`config.mk`:
```
export PLATFORM = sky130hd
export DESIGN_NAME = exponent_search_ctrl
export DESIGN_NICKNAME = d
export VERILOG_FILES = /design/src/rtl/rsa_pkg.sv /design/src/rtl/exponent_search_ctrl.sv
export SDC_FILE = /design/constraint.sdc
export NUM_CORES = 1
export LEC_CHECK = 0
export ABC_CLOCK_PERIOD_IN_PS = 2300
export BUFFER_PORTS_ARGS = -buffer_cell sky130_fd_sc_hd__buf_2
export CORE_ASPECT_RATIO = 1.1
export CORE_MARGIN = 2
export CORE_UTILIZATION = 50
export DETAILED_ROUTE_END_ITERATION = 7
export PLACE_DENSITY = 0.82
export SLEW_MARGIN = 25
export SYNTH_ARGS = -nofsm -noshare
export SYNTH_HDL_FRONTEND = slang
export SYNTH_SLANG_ARGS = --single-unit
export TNS_END_PERCENT = 5
```
`constraint.sdc`:
```
create_clock -name clk -period 2.3 [get_ports clk]
set_input_delay 0 -clock clk [delete_from_list [all_inputs] [get_ports clk]]
set_output_delay 0 -clock clk [all_outputs]
set_load 0.01 [all_outputs]
```
`src/rtl/rsa_pkg.sv`:
```
// Shared definitions for the RSA key-setup control path: default operand
// width, first candidate exponent and the exponent-search state encoding.
package rsa_pkg;

    localparam int RSA_WIDTH   = 12;
    localparam int RSA_E_START = 3;

    typedef enum logic [2:0] {
        IDLE,
        CHECKRANGE,
        ARM,
        RUN,
        EVAL,
        FINISH
    } state_t;

endpackage

```
`src/rtl/exponent_search_ctrl.sv`:
```
// Exponent search sequencer: walks odd candidates e = E_START, E_START+2, ...
// through the shared GCD datapath until gcd(e, phi) = 1, the candidate
// reaches phi, the candidate wraps, or a GCD run exceeds TIMEOUT cycles.
module exponent_search_ctrl
    import rsa_pkg::*;
#(
    parameter int WIDTH   = RSA_WIDTH,
    parameter int E_START = RSA_E_START,
    parameter int TIMEOUT = 4096
) (
    input  logic             clk,
    input  logic             reset,
    input  logic             start,
    input  logic [WIDTH-1:0] phi,
    output logic             busy,
    output logic             done,
    output logic             found,
    output logic             timeout,
    output logic [WIDTH-1:0] e_out,
    output logic [WIDTH-1:0] gcd_a,
    output logic [WIDTH-1:0] gcd_b,
    output logic             gcd_flag,
    input  logic [WIDTH-1:0] gcd_result,
    input  logic             gcd_complete
);

    // Counter is one bit wider than needed so TIMEOUT-1 always fits.
    localparam int CW = $clog2(TIMEOUT) + 1;
    localparam logic [CW-1:0]    CNT_LAST   = CW'(TIMEOUT - 1);
    localparam logic [WIDTH-1:0] CAND_FIRST = WIDTH'(E_START);
    localparam logic [WIDTH-1:0] ONE        = WIDTH'(1);

    state_t           state_reg;
    logic [WIDTH-1:0] cand_reg;
    logic [WIDTH-1:0] res_reg;
    logic [CW-1:0]    cnt_reg;
    logic             busy_reg;
    logic             done_reg;
    logic             found_reg;
    logic             timeout_reg;
    logic [WIDTH-1:0] e_out_reg;
    logic [WIDTH-1:0] gcd_a_reg;
    logic [WIDTH-1:0] gcd_b_reg;
    logic             gcd_flag_reg;

    // Next candidate in WIDTH+1 bits; the top bit flags a wrap past 2^WIDTH.
    logic [WIDTH:0] cand_next;
    assign cand_next = {1'b0, cand_reg} + (WIDTH + 1)'(2);

    assign busy     = busy_reg;
    assign done     = done_reg;
    assign found    = found_reg;
    assign timeout  = timeout_reg;
    assign e_out    = e_out_reg;
    assign gcd_a    = gcd_a_reg;
    assign gcd_b    = gcd_b_reg;
    assign gcd_flag = gcd_flag_reg;

    // Search FSM; every output is a register. done is raised on the edge that
    // enters FINISH, so it is high exactly while the FSM sits in FINISH and a
    // start arriving in that cycle is not seen by IDLE.
    always_ff @(posedge clk) begin
        if (reset) begin
            state_reg    <= IDLE;
            cand_reg     <= '0;
            res_reg      <= '0;
            cnt_reg      <= '0;
            busy_reg     <= 1'b0;
            done_reg     <= 1'b0;
            found_reg    <= 1'b0;
            timeout_reg  <= 1'b0;
            e_out_reg    <= '0;
            gcd_a_reg    <= '0;
            gcd_b_reg    <= '0;
            gcd_flag_reg <= 1'b0;
        end else begin
            done_reg <= 1'b0;
            unique case (state_reg)
                IDLE: begin
                    if (start) begin
                        gcd_b_reg   <= phi;
                        cand_reg    <= CAND_FIRST;
                        found_reg   <= 1'b0;
                        timeout_reg <= 1'b0;
                        e_out_reg   <= '0;
                        busy_reg    <= 1'b1;
                        state_reg   <= CHECKRANGE;
                    end
                end
                CHECKRANGE: begin
                    if (cand_reg >= gcd_b_reg) begin
                        done_reg  <= 1'b1;
                        state_reg <= FINISH;
                    end else begin
                        gcd_a_reg    <= cand_reg;
                        gcd_flag_reg <= 1'b0;
                        state_reg    <= ARM;
                    end
                end
                ARM: begin
                    // One low cycle on the flag has cleared the GCD; start it now.
                    gcd_flag_reg <= 1'b1;
                    cnt_reg      <= '0;
                    state_reg    <= RUN;
                end
                RUN: begin
                    if (gcd_complete) begin
                        res_reg   <= gcd_result;
                        state_reg <= EVAL;
                    end else if (cnt_reg == CNT_LAST) begin
                        timeout_reg  <= 1'b1;
                        found_reg    <= 1'b0;
                        gcd_flag_reg <= 1'b0;
                        done_reg     <= 1'b1;
                        state_reg    <= FINISH;
                    end else begin
                        cnt_reg <= cnt_reg + CW'(1);
                    end
                end
                EVAL: begin
                    gcd_flag_reg <= 1'b0;
                    if (res_reg == ONE) begin
                        e_out_reg <= cand_reg;
                        found_reg <= 1'b1;
                        done_reg  <= 1'b1;
                        state_reg <= FINISH;
                    end else if (cand_next[WIDTH]) begin
                        // A zero result (only from a zero operand) also lands
                        // here or in the advance branch: not coprime.
                        done_reg  <= 1'b1;
                        state_reg <= FINISH;
                    end else begin
                        cand_reg  <= cand_next[WIDTH-1:0];
                        state_reg <= CHECKRANGE;
                    end
                end
                FINISH: begin
                    busy_reg     <= 1'b0;
                    gcd_flag_reg <= 1'b0;
                    state_reg    <= IDLE;
                end
                default: begin
                    state_reg <= IDLE;
                end
            endcase
        end
    end

endmodule

```
* After elaboration in Yosys (flattened, before gate mapping)
Cells that the tools add are included.
** Word-level totals
- Flip-flop bits (word level) :: 81
- Latch bits :: 0
- RAM bits :: 0
- Memory bits (read-only) :: 0
- Input port bits :: 28
- Output and inout bits :: 41
- Word-level logic and storage cells :: 86
- Memories kept :: 0
** Operators by class
- Add/subtract/negate cells :: 2
- $mul :: 0
- Div/mod/pow operators :: 0
- $lt $le $gt $ge :: 1
- Equal/unequal tests :: 16
- Shift-type cells :: 0
- Mux-type cells :: 35
- Bitwise operators :: 1
- Reductions and logical operators :: 19
** Operators by type and width (count)
- $mux 12 :: 5
- $pmux 12 s2 :: 2
- $mux 13 :: 2
- $pmux 13 s2 :: 1
- $mux 3 :: 6
- $ne 2x2->1 const B :: 8
- $pmux 3 s5 :: 1
- $add 12x2->13 const B :: 1
- $add 13x1->13 const B :: 1
- $eq 13x12->1 const B :: 1
- $mux 1 :: 13
- $eq 12x1->1 const B :: 1
- $ge 12x12->1 :: 1
- $reduce_and 4->1 :: 3
- $reduce_and 2->1 :: 5
- $reduce_bool 2->1 :: 4
- $eq 3x2->1 const B :: 2
- $eq 3x3->1 const B :: 2
- $pmux 1 s3 :: 2
- $reduce_and 3->1 :: 2
- $reduce_and 5->1 :: 1
- $pmux 1 s2 :: 2
- $pmux 1 s4 :: 1
- $reduce_bool 4->1 :: 1
- 6 further kinds :: 6

* Longest topological paths before layout
- Word-level depth :: 4
- Mapped depth :: 10
- Depth with buffers taken out :: 8

* Least setup slack after synthesis
OpenSTA, ideal clock, no wires.
- Path type :: reg2reg
- Start point :: register cand_reg[0]
- End point :: register gcd_a_reg[10], in the netlist gcd_a[10]
- Arrival :: 2.034 ns
- Data required time :: 2.172 ns
- Path slack :: 0.138 ns
- Cell stages (with the launch flop) :: 11
- Path buffers :: 2
- Period minus slack after synthesis :: 2.162 ns
- Path through :: dfxtp_1 -> inv_1 -> ha_1 -> nand2b_1 -> a2111oi_0 -> o31a_1 -> o311a_1 -> buf_2 -> buf_4 -> mux2i_1 -> nor2_1
** Between the ends
- Word-level cells in the longest chain between the ends :: 3
** RTL lines
- start, declared :: RTL line exponent_search_ctrl.sv:34 : logic [WIDTH-1:0] cand_reg;
- start signal, assigned :: RTL line exponent_search_ctrl.sv:133 : cand_reg <= cand_next[WIDTH-1:0];
- $ge 12x12->1 :: RTL line exponent_search_ctrl.sv:91 : if (cand_reg >= gcd_b_reg) begin
- $not 1->1 (no line)
- $reduce_and 2->1 (no line)
- end signal, assigned :: RTL line exponent_search_ctrl.sv:95 : gcd_a_reg <= cand_reg;
- end, declared :: RTL line exponent_search_ctrl.sv:42 : logic [WIDTH-1:0] gcd_a_reg;
No other way between the ends.
A chain may end at the register's enable or synchronous reset.

* Worst setup path in the final report
- Start point :: register cand_reg[0]
- End point :: register gcd_a_reg[9], in the netlist gcd_a[9]
The elaborated chain is that of the path after synthesis.

==> impl_metrics.py <==
metrics = {
    "logic_synthesis": {
        "ys_seq_elements": 81,
        "synthXorXnorAreaFrac": 0.0386,
        "post_synth_fa_ha_maj_area_fraction": 0.0483,
        "synth_largest_type_area_fraction": 0.447,
        "synth_area_per_inst_um2": 8.19,
        "synth-seq-area-share": 0.447,
        "compound_cell_area_share_of_the_yosys_netlist": 0.119,
        "netlist_instances": 443,
        "netlist_top_cells_area": "sky130_fd_sc_hd__dfxtp_1 (45%), sky130_fd_sc_hd__nand2_1 (8.1%), sky130_fd_sc_hd__a21oi_1 (6.9%)",
        "syn_nets": 485,
        "synth-main-ff-cell": "sky130_fd_sc_hd__dfxtp_1",
        "synthDistinctLibCells": 48,
        "synth_largest_area_cell": "sky130_fd_sc_hd__dfxtp_1",
        "dominant_combinational_cell_family_by_area_after_synthesis": "simple AND/OR/NAND/NOR gates",
        "yosysWarningCount": 0,
        "async_flop_share": 0,
        "mux_cell_area_share_after_synthesis": 0.0359,
        "synth-simple-area-share": 0.260,
        "synth_enable_flop_cells": 0,
        "netlist_area_mm2": 0.00363,
    },
    "timing": {
        "clock-skew-final_ns": 0.0107,
        "max_clock_freq_ghz": 0.450,
        "final.hold.worst_slack_ns": 0.0504,
        "tightestPinTransition_ns": 0.725,
        "tns_ns": 0,
        "period_needed_ns": 2.22,
        "finalHoldViolations": 0,
        "maxSlewHeadroom": 0.515,
        "final_max_slew_viol_count": 0,
        "final.period_utilization": 0.965,
        "timing.final.setup_violations": 0,
    },
    "clock_tree": {
        "worst_setup_hold_path_clk_slew_ns": 0.09,
        "cts-root-buf": "sky130_fd_sc_hd__clkbuf_8",
        "cts.sink_count": 81,
        "clock_insertion_delay_worst_skew_ns": 0.35,
        "bufs_on_longest_clock_path": 2,
        "cts-buffers-inserted": 9,
        "tritoncts": "built",
        "ctsHtreeMaxLevel": 3,
    },
    "global_routing": {
        "grtUsageTotal": 0.226,
        "grt_pass1_wl_um": 14500,
        "antenna_found_initial": 0,
        "largest_net_degree_at_the_start_of_global_routing": 25,
        "first_global_vias": 3210,
        "globalRouteOverflowTotal": 0,
    },
    "layout": {
        "largest_register_ff_count": 13,
        "utilization": 0.653,
        "final_layout_net_count": 584,
        "area.growth.synth_to_final_pct": 26.2,
        "multi_input_gate_area_in_the_final_layout_mm2": 0.00183,
        "area.sequential_mm2": 0.00162,
        "layout-drive-gt1-share": 0.205,
        "diodes": 0,
        "layout.filler_cells": 608,
        "fin_area_mm2": 0.00458,
    },
    "die": {
        "placement_rows": 32,
        "fp.dieW_um": 85.2,
        "num_io_pins": 69,
        "core_area_mm2": 0.00701,
        "die_y_um": 93.3,
        "fp.dieArea_mm2": 0.00795,
        "initial_utilization": 0.518,
    },
    "hold_path": {
        "hold_path_depth": 3,
        "worst_hold_path_type": "input pin to register",
    },
    "setup_path": {
        "arrival_ns": 2.45,
        "required_ns": 2.53,
        "worst-path-max-fanout": 13,
        "cpMaxStageDelayCell": "sky130_fd_sc_hd__a2111oi_1",
        "ff2ff_path_depth": 9,
        "startpoint_class_of_the_critical_path": "register",
        "worst_path_class_setup": "register to register",
        "cp_cell_sequence": "inv_1, ha_1, nand2b_1, a2111oi_1, o31a_1, o311a_1, buf_12, mux2i_2, nor2_1",
        "worst_path_largest_cell_delay_ns": 0.39,
        "worstSetupEndpointType": "register",
    },
    "drt": {
        "drc_violations": 0,
        "drt_wl_total_um": 8610,
        "firstDrtPassIters": 4,
        "post_route_antenna_net_violation_count": 0,
        "drt_iter0_markers": 127,
        "vias_per_cell": 5.33,
        "vias": 3370,
        "wl_per_cell_um": 13.6,
    },
    "power_and_ir_drop": {
        "vdd_ir_drop_max_uv": 477,
        "power_density_mw_per_mm2": 715,
        "design_power_total_mw": 3.27,
        "cellLeakagePower_nw": 1.83,
    },
    "status": {
        "status": "completed",
    },
    "placed_design": {
        "routabilityCongestion": 0.888,
        "detailed_place.area_mm2": 0.00412,
        "hpwl_um": 6150,
        "io_buffers": 68,
    },
    "job": {
        "cap_viol_max_count": 0,
    },
}
==> path summary, 6_finish.rpt <==
check	startpoint	end	slack, ns
setup / recovery	cand_reg[0]	gcd_a[9]	0.08
hold / removal	gcd_complete	state_reg[1]	0.05
setup reg to reg	cand_reg[0]	gcd_a[9]	0.08
hold reg to reg	e_out[5]	e_out[5]	0.45
==> layout by cell type (no fill, tap or decap), types with 2 or more instances in the layout <==
master                          synthesis  routed
sky130_fd_sc_hd__nor2_1                47      47
sky130_fd_sc_hd__buf_2                  4      68
sky130_fd_sc_hd__xor2_1                 2       2
sky130_fd_sc_hd__clkbuf_8               0       9
sky130_fd_sc_hd__nor4_1                 3       3
sky130_fd_sc_hd__and2_1                 3       3
sky130_fd_sc_hd__buf_4                  4      20
sky130_fd_sc_hd__o21ai_2                2       2
sky130_fd_sc_hd__nand4_1                7       7
sky130_fd_sc_hd__nand2_1               78      78
sky130_fd_sc_hd__and3_1                 3       3
sky130_fd_sc_hd__ha_1                  14      14
sky130_fd_sc_hd__mux2i_1               13      12
sky130_fd_sc_hd__a21oi_1               50      50
sky130_fd_sc_hd__o31ai_1                2       2
sky130_fd_sc_hd__dlygate4sd3_1          0      24
sky130_fd_sc_hd__a311oi_1               3       3
sky130_fd_sc_hd__or3_1                  4       4
sky130_fd_sc_hd__clkinv_2               0       3
sky130_fd_sc_hd__nor3_1                14      14
sky130_fd_sc_hd__nor2b_1                2       2
sky130_fd_sc_hd__xnor2_1               14      14
sky130_fd_sc_hd__dfxtp_1               81      81
sky130_fd_sc_hd__or4_1                  5       5
sky130_fd_sc_hd__bufinv_16              0       2
sky130_fd_sc_hd__o21ai_0                7       7
sky130_fd_sc_hd__inv_1                 17      17
sky130_fd_sc_hd__nand3_1               24      24
sky130_fd_sc_hd__nand2b_1               2       2
sky130_fd_sc_hd__a211oi_1               2       2
==> timing repair <==
item,in CTS,in global routing
hold endpoints to repair,24,0
resized for setup,0,2
buffers inserted,0,0
hold buffers,24,0
endpoints found under the setup margin,0,12
==> area by class of cell <==
cell class / count / share of cell area
clock buffer: 10 / 0.0279
inverter: 17 / 0.0139
timing repair buffer: 113 / 0.164
tap: 85 / 0.0232
multi-input combinational: 320 / 0.399
clock inverter: 6 / 0.0180
sequential: 81 / 0.354
==> layer usage <==
| metal | vias up | global-route usage | wire [µm] |
|---|---|---|---|
| li1 | 1711 | - | - |
| met1 | 1561 | 0.259 | 3620 |
| met2 | 79 | 0.399 | 4420 |
| met3 | 19 | 0.0574 | 345 |
| met4 | 0 | 0.0913 | 229 |
| met5 | - | 0 | 0 |
==> synthesized netlist by cell type (all sizes together) (4+ instances only) <==
library cell,n
a21oi,50
buf,10
clkbuf,15
dfxtp,81
ha,14
inv,17
mux2i,13
nand2,79
nand3,24
nand4,7
nor2,47
nor3,15
o21ai,10
or3,4
or4,5
xnor2,14
==> report_power, final <==
| part | switching (mW) | internal, mW | leakage [nW] |
|---|---|---|---|
| Sequential | 0.0495 | 1.46 | 0.655 |
| Clock | 0.509 | 0.606 | 0.106 |
| Combinational | 0.379 | 0.271 | 1.06 |
| Total | 0.937 | 2.33 | 1.83 |
==> cell families after synthesis <==
logic type                 after synthesis
AOI/OAI and AO/OA                       75
adders and majority gates               14
xor gates and xnor gates                16
and+or+nand+nor                        202
muxes                                   13
DFF                                     81
buffers and inverters                   42
==> through the flow <==
step,worst slack (ns),std cells
after floorplan,0.138,443
after global placement,0.171,592
after detailed placement,0.0880,592
after CTS,0.0690,632
after global routing,-0.0101,632
final,0.0799,632
==> worst max-delay path, delay by kind of cell, from the launching register on <==
| kind | cells | cell delay (ns) |
|---|---|---|
| AOI/OAI and AO/OA | 3 | 0.81 |
| adders and majority gates | 1 | 0.26 |
| buffers and inverters | 2 | 0.24 |
| DFF | 1 | 0.36 |
| muxes | 1 | 0.23 |
| and+or+nand+nor | 2 | 0.19 |
Note: power is estimated with default switching activity, not from simulation.
